**src/rtl/sp_ram_fifo_ctrl_if.sv**
```systemverilog
// Bundle of producer, consumer and RAM-side signals for sp_ram_fifo_ctrl.
// The slave modport is the controller's view. The master modport is the view of
// whatever surrounds it: the producer, the consumer and the RAM.
// Optional macro SP_FIFO_ALMOST_FULL_EN adds the o_Almost_Full signal.
interface sp_ram_fifo_ctrl_if #(
    parameter int WIDTH = 16,
    parameter int DEPTH = 256
);
    localparam int AW = $clog2(DEPTH);
    localparam int CW = AW + 2;

    // producer side
    logic             i_Wr_DV;
    logic [WIDTH-1:0] i_Wr_Data;
    logic             o_Wr_Ready;
    // consumer side
    logic             o_Rd_DV;
    logic [WIDTH-1:0] o_Rd_Data;
    logic             i_Rd_Ready;
    // status
    logic [CW-1:0]    o_Count;
    logic             o_Empty;
    logic             o_Full;
`ifdef SP_FIFO_ALMOST_FULL_EN
    logic             o_Almost_Full;
`endif
    // RAM side
    logic [AW-1:0]    o_Ram_Addr;
    logic             o_Ram_Wr_DV;
    logic [WIDTH-1:0] o_Ram_Wr_Data;
    logic             o_Ram_Rd_En;
    logic [WIDTH-1:0] i_Ram_Rd_Data;

    modport slave (
        input  i_Wr_DV, i_Wr_Data, i_Rd_Ready, i_Ram_Rd_Data,
        output o_Wr_Ready, o_Rd_DV, o_Rd_Data, o_Count, o_Empty, o_Full,
               o_Ram_Addr, o_Ram_Wr_DV, o_Ram_Wr_Data, o_Ram_Rd_En
`ifdef SP_FIFO_ALMOST_FULL_EN
      , output o_Almost_Full
`endif
    );

    modport master (
        output i_Wr_DV, i_Wr_Data, i_Rd_Ready, i_Ram_Rd_Data,
        input  o_Wr_Ready, o_Rd_DV, o_Rd_Data, o_Count, o_Empty, o_Full,
               o_Ram_Addr, o_Ram_Wr_DV, o_Ram_Wr_Data, o_Ram_Rd_En
`ifdef SP_FIFO_ALMOST_FULL_EN
      , input  o_Almost_Full
`endif
    );
endinterface

```
**src/rtl/sp_ram_fifo_ctrl.sv**
```systemverilog
// FIFO controller in front of a single-port RAM.
// The RAM has a combinational read and a registered write. Each cycle the one
// RAM port goes either to a producer write or to a head-word prefetch into a
// first-word-fall-through output register. When both want the port they take
// turns (round robin).
// Optional macro SP_FIFO_ALMOST_FULL_EN adds a registered o_Almost_Full output.
// That output compares the next-state o_Count against ALMOST_FULL_LEVEL.
module sp_ram_fifo_ctrl #(
    parameter int WIDTH = 16,
    parameter int DEPTH = 256
`ifdef SP_FIFO_ALMOST_FULL_EN
  , parameter int ALMOST_FULL_LEVEL = DEPTH - 2
`endif
) (
    input logic               i_Clk,
    input logic               i_Rst_L,
    sp_ram_fifo_ctrl_if.slave bus
);
    localparam int AW = $clog2(DEPTH);
    localparam int CW = AW + 2;
    localparam logic [AW:0]   RAM_FULL = (AW+1)'(DEPTH);
    localparam logic [AW:0]   CNT_ONE  = (AW+1)'(1);
    localparam logic [AW-1:0] PTR_ONE  = AW'(1);

    logic [AW-1:0]    wr_ptr, rd_ptr;
    logic [AW:0]      ram_count, ram_count_nxt;
    logic             out_valid, out_valid_nxt;
    logic             rr;
    logic [WIDTH-1:0] rd_data_q;

    logic rd_pend, wr_pend, rd_grant, wr_grant, pop;

    // Request detection and single-port arbitration (rr=0 favours the read).
    // NOTE: combinational blocks use blocking '=' and flops use '<='. This way
    // every flop samples values from before the clock edge.
    always_comb begin
        rd_pend  = (ram_count != '0) && (!out_valid || bus.i_Rd_Ready);
        wr_pend  = bus.i_Wr_DV && (ram_count != RAM_FULL);
        rd_grant = rd_pend && (!wr_pend || !rr);
        wr_grant = wr_pend && (!rd_pend || rr);
        pop      = out_valid && bus.i_Rd_Ready;
    end

    // Next-state count and output-valid. The grants are mutually exclusive.
    always_comb begin
        ram_count_nxt = ram_count;
        if (wr_grant)
            ram_count_nxt = ram_count + CNT_ONE;
        else if (rd_grant)
            ram_count_nxt = ram_count - CNT_ONE;

        out_valid_nxt = out_valid;
        if (rd_grant)
            out_valid_nxt = 1'b1;
        else if (pop)
            out_valid_nxt = 1'b0;
    end

    // RAM port drive. The strobes are gated so nothing reaches the RAM during reset.
    // NOTE: each output gets a default first, so no branch can infer a latch.
    always_comb begin
        bus.o_Ram_Addr    = rd_ptr;
        bus.o_Ram_Wr_DV   = 1'b0;
        bus.o_Ram_Rd_En   = 1'b0;
        bus.o_Ram_Wr_Data = bus.i_Wr_Data;
        if (wr_grant) begin
            bus.o_Ram_Addr  = wr_ptr;
            bus.o_Ram_Wr_DV = i_Rst_L;
        end else if (rd_grant) begin
            bus.o_Ram_Rd_En = i_Rst_L;
        end
    end

    // Pointers, occupancy, output register and round-robin flag.
    // NOTE: the RAM array is outside this block and is deliberately not cleared.
    // Resetting the pointers and the count is enough to make its stale contents
    // unreachable.
    always_ff @(posedge i_Clk or negedge i_Rst_L) begin
        if (!i_Rst_L) begin
            wr_ptr    <= '0;
            rd_ptr    <= '0;
            ram_count <= '0;
            out_valid <= 1'b0;
            rd_data_q <= '0;
            rr        <= 1'b0;
        end else begin
            if (wr_grant)
                wr_ptr <= wr_ptr + PTR_ONE;
            if (rd_grant) begin
                rd_ptr    <= rd_ptr + PTR_ONE;
                rd_data_q <= bus.i_Ram_Rd_Data;
            end
            ram_count <= ram_count_nxt;
            out_valid <= out_valid_nxt;
            if (rd_pend && wr_pend)
                rr <= ~rr;
        end
    end

`ifdef SP_FIFO_ALMOST_FULL_EN
    localparam logic [CW-1:0] AF_LEVEL = CW'(ALMOST_FULL_LEVEL);
    logic almost_full_q;

    // Almost-full flag, registered from the count the FIFO will hold after this edge.
    always_ff @(posedge i_Clk or negedge i_Rst_L) begin
        if (!i_Rst_L)
            almost_full_q <= 1'b0;
        else
            almost_full_q <= (CW'(ram_count_nxt) + CW'(out_valid_nxt)) >= AF_LEVEL;
    end

    assign bus.o_Almost_Full = almost_full_q;
`endif

    assign bus.o_Wr_Ready = (ram_count != RAM_FULL) && !(rd_pend && !rr);
    assign bus.o_Rd_DV    = out_valid;
    assign bus.o_Rd_Data  = rd_data_q;
    assign bus.o_Count    = CW'(ram_count) + CW'(out_valid);
    assign bus.o_Empty    = !out_valid;
    assign bus.o_Full     = (ram_count == RAM_FULL);

endmodule

```
**src/flat_wrapper.sv**
```systemverilog
// flat-port wrapper written by rule: the top's interface ports become plain ports
module sp_ram_fifo_ctrl_flat 
#(
    parameter int WIDTH = 16,
    parameter int DEPTH = 256

)
  (i_Clk, i_Rst_L, bus_i_Wr_DV, bus_i_Wr_Data, bus_i_Rd_Ready, bus_i_Ram_Rd_Data, bus_o_Wr_Ready, bus_o_Rd_DV, bus_o_Rd_Data, bus_o_Count, bus_o_Empty, bus_o_Full, bus_o_Ram_Addr, bus_o_Ram_Wr_DV, bus_o_Ram_Wr_Data, bus_o_Ram_Rd_En);
  sp_ram_fifo_ctrl_if #(.WIDTH(WIDTH), .DEPTH(DEPTH)) bus_i ();
  input logic i_Clk;
  input logic i_Rst_L;
  input wire logic [$bits(bus_i.i_Wr_DV)-1:0] bus_i_Wr_DV;
  input wire logic [$bits(bus_i.i_Wr_Data)-1:0] bus_i_Wr_Data;
  input wire logic [$bits(bus_i.i_Rd_Ready)-1:0] bus_i_Rd_Ready;
  input wire logic [$bits(bus_i.i_Ram_Rd_Data)-1:0] bus_i_Ram_Rd_Data;
  output wire logic [$bits(bus_i.o_Wr_Ready)-1:0] bus_o_Wr_Ready;
  output wire logic [$bits(bus_i.o_Rd_DV)-1:0] bus_o_Rd_DV;
  output wire logic [$bits(bus_i.o_Rd_Data)-1:0] bus_o_Rd_Data;
  output wire logic [$bits(bus_i.o_Count)-1:0] bus_o_Count;
  output wire logic [$bits(bus_i.o_Empty)-1:0] bus_o_Empty;
  output wire logic [$bits(bus_i.o_Full)-1:0] bus_o_Full;
  output wire logic [$bits(bus_i.o_Ram_Addr)-1:0] bus_o_Ram_Addr;
  output wire logic [$bits(bus_i.o_Ram_Wr_DV)-1:0] bus_o_Ram_Wr_DV;
  output wire logic [$bits(bus_i.o_Ram_Wr_Data)-1:0] bus_o_Ram_Wr_Data;
  output wire logic [$bits(bus_i.o_Ram_Rd_En)-1:0] bus_o_Ram_Rd_En;
  assign bus_i.i_Wr_DV = bus_i_Wr_DV;
  assign bus_i.i_Wr_Data = bus_i_Wr_Data;
  assign bus_i.i_Rd_Ready = bus_i_Rd_Ready;
  assign bus_i.i_Ram_Rd_Data = bus_i_Ram_Rd_Data;
  assign bus_o_Wr_Ready = bus_i.o_Wr_Ready;
  assign bus_o_Rd_DV = bus_i.o_Rd_DV;
  assign bus_o_Rd_Data = bus_i.o_Rd_Data;
  assign bus_o_Count = bus_i.o_Count;
  assign bus_o_Empty = bus_i.o_Empty;
  assign bus_o_Full = bus_i.o_Full;
  assign bus_o_Ram_Addr = bus_i.o_Ram_Addr;
  assign bus_o_Ram_Wr_DV = bus_i.o_Ram_Wr_DV;
  assign bus_o_Ram_Wr_Data = bus_i.o_Ram_Wr_Data;
  assign bus_o_Ram_Rd_En = bus_i.o_Ram_Rd_En;
  sp_ram_fifo_ctrl #(.WIDTH(WIDTH), .DEPTH(DEPTH)) u_core (.i_Clk(i_Clk), .i_Rst_L(i_Rst_L), .bus(bus_i));
endmodule
```
**config.mk**
```make
export PLATFORM = sky130hd
export DESIGN_NAME = sp_ram_fifo_ctrl_flat
export DESIGN_NICKNAME = d
export VERILOG_FILES = /design/src/rtl/sp_ram_fifo_ctrl_if.sv /design/src/rtl/sp_ram_fifo_ctrl.sv /design/src/flat_wrapper.sv
export SDC_FILE = /design/constraint.sdc
export NUM_CORES = 1
export LEC_CHECK = 0
export BUFFER_PORTS_ARGS = -buffer_cell sky130_fd_sc_hd__buf_2
export CAP_MARGIN = 0
export CORE_MARGIN = 1
export CORE_UTILIZATION = 50
export CTS_CLUSTER_SIZE = 16
export DETAILED_ROUTE_END_ITERATION = 8
export PLACE_DENSITY_LB_ADDON = 0.08
export SKIP_LAST_GASP = 1
export SYNTH_ARGS = -nofsm -noshare
export SYNTH_HDL_FRONTEND = slang
export SYNTH_SLANG_ARGS = --single-unit
```
**constraint.sdc**
```tcl
create_clock -name i_Clk -period 3.48 [get_ports i_Clk]
set_input_delay 0.348 -clock i_Clk [delete_from_list [all_inputs] [get_ports i_Clk]]
set_output_delay 0.348 -clock i_Clk [all_outputs]
set_load 0.05 [all_outputs]
```
# After elaboration in Yosys (flattened, before gate mapping)
# Index checks and enable logic that the tools add are counted.
dict set report totals {
  ff_bits 43
  latchBits 0
  ramBits 0
  mem_bits_ro 0
  in_bits 36
  output_inout_bits 56
  wordCells 41
  mem_count 0
}
dict set report op_classes {
  addsub 5
  mul 0
  div_mod_pow 0
  order_cmp 0
  eq_ne 2
  shifts 0
  muxes 8
  bitwise 1
  reduce_logical 19
}
# cell count
set op_table {}
lappend op_table {{$mux W9} 2}
lappend op_table {{$add A8 B1 Y8 const B} 2}
lappend op_table {{$add A9 B1 Y10} 1}
lappend op_table {{$add A9 B1 Y9 const B} 1}
lappend op_table {{$eq A9 B9 Y1 const B} 1}
lappend op_table {{$ne A9 B9 Y1 const B} 1}
lappend op_table {{$reduce_bool A9 Y1} 1}
lappend op_table {{$sub A9 B1 Y9 const B} 1}
lappend op_table {{$logic_and A1 B1 Y1} 8}
lappend op_table {{$mux W8} 1}
lappend op_table {{$logic_not A1 Y1} 5}
lappend op_table {{$mux W1} 5}
lappend op_table {{$reduce_bool A2 Y1} 2}
lappend op_table {{$logic_or A1 B1 Y1} 3}
lappend op_table {{$not A1 Y1} 1}

# Logic depth before layout (Yosys ltp)
dict set report depth {
  ltp_word 7
  mapped_depth 11
  mapped_depth_nobuf 10
}

# Worst setup path before layout
# OpenSTA, ideal clock, no wires.
dict set report synth_timing {
  kind {register to register}
  from {reg u_core.out_valid (netlist: u_core.bus.o_Rd_DV)}
  to {reg u_core.ram_count[8]}
  setup_ns 0.080
  arrival_time_ns 2.709
  t_required_ns 3.400
  slack_ns 0.691
  stages_incl_launch_ff 11
  path_buffers 1
  synth_period_minus_slack_ns 2.789
  path_cell_list {dfrtp_1 nor2b_1 o311a_2 buf_6 inv_1 ha_1 o211ai_1 o21ai_0 a21oi_1 mux2i_4 xnor2_1}
}
dict set report synth_via {
  elab_chain_cells 7
  elab_cells_between_ends 9
  classes_between {mux: 1; reduce/logical: 8}
}
# item line
set synth_lines {}
lappend synth_lines {{from (decl)} sp_ram_fifo_ctrl.sv:27} ;# logic out_valid, out_valid_nxt;
lappend synth_lines {{from (signal assigned)} sp_ram_fifo_ctrl.sv:94} ;# out_valid <= out_valid_nxt;
lappend synth_lines {{$logic_not A1 Y1 *} sp_ram_fifo_ctrl.sv:37} ;# rd_pend = (ram_count != '0) && (!out_valid || bus.i_Rd_Ready);
lappend synth_lines {{$logic_or A1 B1 Y1 *} sp_ram_fifo_ctrl.sv:37}
lappend synth_lines {{$logic_and A1 B1 Y1 *} sp_ram_fifo_ctrl.sv:37}
lappend synth_lines {{$logic_not A1 Y1 *} sp_ram_fifo_ctrl.sv:40} ;# wr_grant = wr_pend && (!rd_pend || rr);
lappend synth_lines {{$logic_or A1 B1 Y1 *} sp_ram_fifo_ctrl.sv:40}
lappend synth_lines {{$logic_and A1 B1 Y1 *} sp_ram_fifo_ctrl.sv:40}
lappend synth_lines {{named net u_core.wr_grant} sp_ram_fifo_ctrl.sv:31} ;# logic rd_pend, wr_pend, rd_grant, wr_grant, pop;
lappend synth_lines {{$mux W9 or $reduce_bool A2 Y1 (tied branches)} n/a}
lappend synth_lines {{to (signal assigned)} sp_ram_fifo_ctrl.sv:93} ;# ram_count <= ram_count_nxt;
lappend synth_lines {{to (decl)} sp_ram_fifo_ctrl.sv:26} ;# logic [AW:0] ram_count, ram_count_nxt;
# The timed path passes the listed nets; every way through them passes the cells marked *.
# A chain may end at the register's enable or synchronous reset.

# Worst setup path after layout
dict set report layout_timing {
  from {reg u_core.ram_count[4]}
  to {reg u_core.ram_count[8]}
}
dict set report layout_via {
  elab_chain_cells 6
  elab_cells_between_ends 15
  classes_between {add/sub: 2; eq/ne: 1; mux: 2; reduce/logical: 10}
}
# item
set layout_lines {}
lappend layout_lines {{parallel branches: the longest is 6 deep, another holds $sub A9 B1 Y9}}
# Several ways; the timed one is not identified. The select of a mux whose other input is x is not followed.

==> results.sh <==
export IMPL_crit_path_start="u_core.ram_count[4]$_DFFE_PN0P_"
export IMPL_cts_resized=0
export IMPL_clock_sinks=43
export IMPL_worstPathMaxFanout=8
export IMPL_min_period_ns=2.90
export IMPL_area_growth_pct=12.5
export IMPL_antennaDiodeCount=0
export IMPL_initial_utilization_pct=53.6
export IMPL_avgSynthCellArea_um2=11.7
export IMPL_root_buffer="clkbuf_8"
export IMPL_status="finished clean"
export IMPL_cp_end_kind="flop"
export IMPL_relSlewSlack_pct=61.0
export IMPL_synth_area_leaders="dfrtp_1 (41%), mux2_4 (7.5%), xnor2_1 (7.0%)"
export IMPL_tightest_slew_ns=0.585
export IMPL_cts_buffer_depth=2
export IMPL_fin_crit_sh_pct=83.2
export IMPL_yosys_warnings=0
export IMPL_syn_area_um2=2610
export IMPL_core_area_um2=4880
export IMPL_clk_pin_slew_ns=0.09
export IMPL_dominantRegCellSynth="dfrtp_1"
export IMPL_grt_pass1_wl_um=8110
export IMPL_gp_congestion=0.795
export IMPL_die_area_um2=5520
export IMPL_cts_tree="yes"
export IMPL_crit_type="flop to flop"
export IMPL_worstPathCellList="nor4_4 > nand3_1 > o311a_2 > inv_1 > ha_1 > o211ai_1 > o21ai_0 > a21oi_1 > mux2i_4 > xnor2_1"
export IMPL_min_from="bus_i_Ram_Rd_Data[14]"
export IMPL_ys_async_sr_fraction_pct=100
export IMPL_synth_top_cell_by_area="dfrtp_1"
export IMPL_pre_cts_slack_ns=0.576
export IMPL_drive_gt1_share_pct=39.3
export IMPL_drtIter0Drc=63
export IMPL_htreeDepth=2
export IMPL_rows=25
export IMPL_wire_per_inst_um=14.8
export IMPL_cpPeakStageDelay_ns=0.48
export IMPL_max_cap_viol_count=0
export IMPL_hold_ws_ns=0.265
export IMPL_setup_tns_final_ns=0
export IMPL_hold_viol_final=0
export IMPL_synth_top_area_share_pct=41.2
export IMPL_r2r_start="u_core.ram_count[4]$_DFFE_PN0P_"
export IMPL_crit_required_ns=3.72
export IMPL_nets=320
export IMPL_first_global_vias=1739
export IMPL_synth_nets=272
export IMPL_use_met3_pct=4.20
export IMPL_place_hpwl_um=3710
export IMPL_grt_ovfl_total=0
export IMPL_synth_seq_area_share_pct=41.2
export IMPL_holdCritPathClass="input pin to flop"
export IMPL_final_cell_mix="buf_2 (59), dfrtp_1 (43), xnor2_1 (21)"
export IMPL_mostFrequentLayoutCell="buf_2"
export IMPL_grt_max_degree=27
export IMPL_multiInputGateArea_um2=1300
export IMPL_skew_ns=0.00879
export IMPL_die_h_um=74.3
export IMPL_fillerInstances=438
export IMPL_ys_ff_latch=43
export IMPL_synth_edf_count=0
export IMPL_busiest_layer="met2"
export IMPL_ant_nets=0
export IMPL_regArea_um2=1080
export IMPL_io_pins=92
export IMPL_slew_viol_final=0
export IMPL_worstSkewPairLatency_ns=0.31
export IMPL_drt_first_pass_iters=4
export IMPL_numCtsBuffers=5
export IMPL_setup_viol=0
export IMPL_grtUsageMet2_pct=31.9
export IMPL_setup_slack_ns=0.583
export IMPL_global_route_usage_total_pct=19.9
export IMPL_critPathArrivalTime_ns=3.14
export IMPL_use_met1_pct=25.2
export IMPL_fp_dieW_um=74.3
export IMPL_worstSetupStartpointType="flop"
export IMPL_antenna_found_initial=0
export IMPL_vias=1743
export IMPL_worst_path_max_delay_cell="dfrtp_1"
export IMPL_viasPerCell=5.14
export IMPL_timing_fmax_ghz=0.345
export IMPL_drc=0
export IMPL_port_buffers=59
export IMPL_synth_cell_types=41
export IMPL_wl_um=5020
export IMPL_rsz0062_at_grt="false"
export IMPL_synth_cells=223
layer usage:
layer / wire length (um) / part of all wire, %
met1: 2190 / 44
met2: 2470 / 49
met3: 214 / 4.3
met4: 144 / 2.9
met5: 0 / 0
layout make-up:
cell class              count  share of cell area, %
clock buffers               5                   2.34
clock inverters             3                   1.62
inverters                   9                   1.15
multi-input cells         149                   44.3
flip-flops and latches     43                   36.6
well taps                  67                   2.85
repair buffers             63                   11.1
Yosys cell counts (2+ instances only):
cell type / instances
a21oi_1: 7
mux2_2: 14
buf_12: 2
ha_1: 12
nand4_1: 6
nand3_1: 6
buf_6: 3
inv_1: 9
and3_1: 3
and2_1: 5
nor4_4: 2
buf_4: 17
xnor2_1: 21
mux2_4: 13
xor2_1: 7
o21ai_0: 9
o31ai_1: 2
dfrtp_1: 43
nand2_1: 16
nor2_1: 5
timing repair:
| action | in CTS | in global routing |
|---|---|---|
| hold buffers | 1 | 0 |
| endpoints found under the hold margin | 17 | 0 |
| buffers inserted | 0 | 0 |
final timing paths:
| path | endpoint | slack [ns] | cells after the start |
|---|---|---|---|
| setup reg to reg | u_core.ram_count[8]$_DFFE_PN0P_ | 0.58 | 10 |
| setup / recovery | u_core.ram_count[8]$_DFFE_PN0P_ | 0.58 | 10 |
| min in group asynchronous | u_core.ram_count[7]$_DFFE_PN0P_ | 0.50 | 2 |
| hold reg to reg | u_core.wr_ptr[7]$_DFFE_PN0P_ | 0.48 | 1 |
| max in group asynchronous | u_core.rd_ptr[7]$_DFFE_PN0P_ | 2.28 | 3 |
| hold / removal | u_core.bus.o_Rd_Data[14]$_DFFE_PN0P_ | 0.26 | 2 |
stage by stage:
stage | cell area (um^2) | std cells | utilization, %
2_1_floorplan | 2610 | 223 | -
4_1_cts | 2940 | 339 | 60.3
3_5_place_dp | 2810 | 330 | 57.7
3_3_place_gp | 2810 | 330 | 57.7
5_1_grt | 2940 | 339 | 60.3
6_report | 2940 | 339 | 60.3
registers in the layout, indices dropped and copies added, names as in the netlist:
name / count
u_core.bus.o_Rd_Data: 16
u_core.ram_count: 9
u_core.rd_ptr: 8
u_core.wr_ptr: 8
u_core.bus.o_Rd_DV: 1
u_core.rr: 1
worst max-delay path, delay by kind of cell, from the launching register on:
kind                       cells  cell delay, ns
muxes                          1            0.28
AOI/OAI and AO/OA              4            0.78
and+or+nand+nor                2            0.59
adders and majority gates      1            0.33
xor gates and xnor gates       1            0.13
DFF                            1            0.48
buffers and inverters          1            0.24
kinds of logic after synthesis:
logic type	after synthesis	synth area share [%]
AND/OR/NAND/NOR	51	11.6
flip-flops	43	41.2
buffers and inverters	31	9.00
AO/OA/AOI/OAI	29	7.99
XOR/XNOR	28	9.38
multiplexers	28	14.4
adder cells (fa/ha/maj)	13	6.51
Power is not shown: default switching activity piles up to over one toggle a cycle in this logic, so the estimate is an artifact.
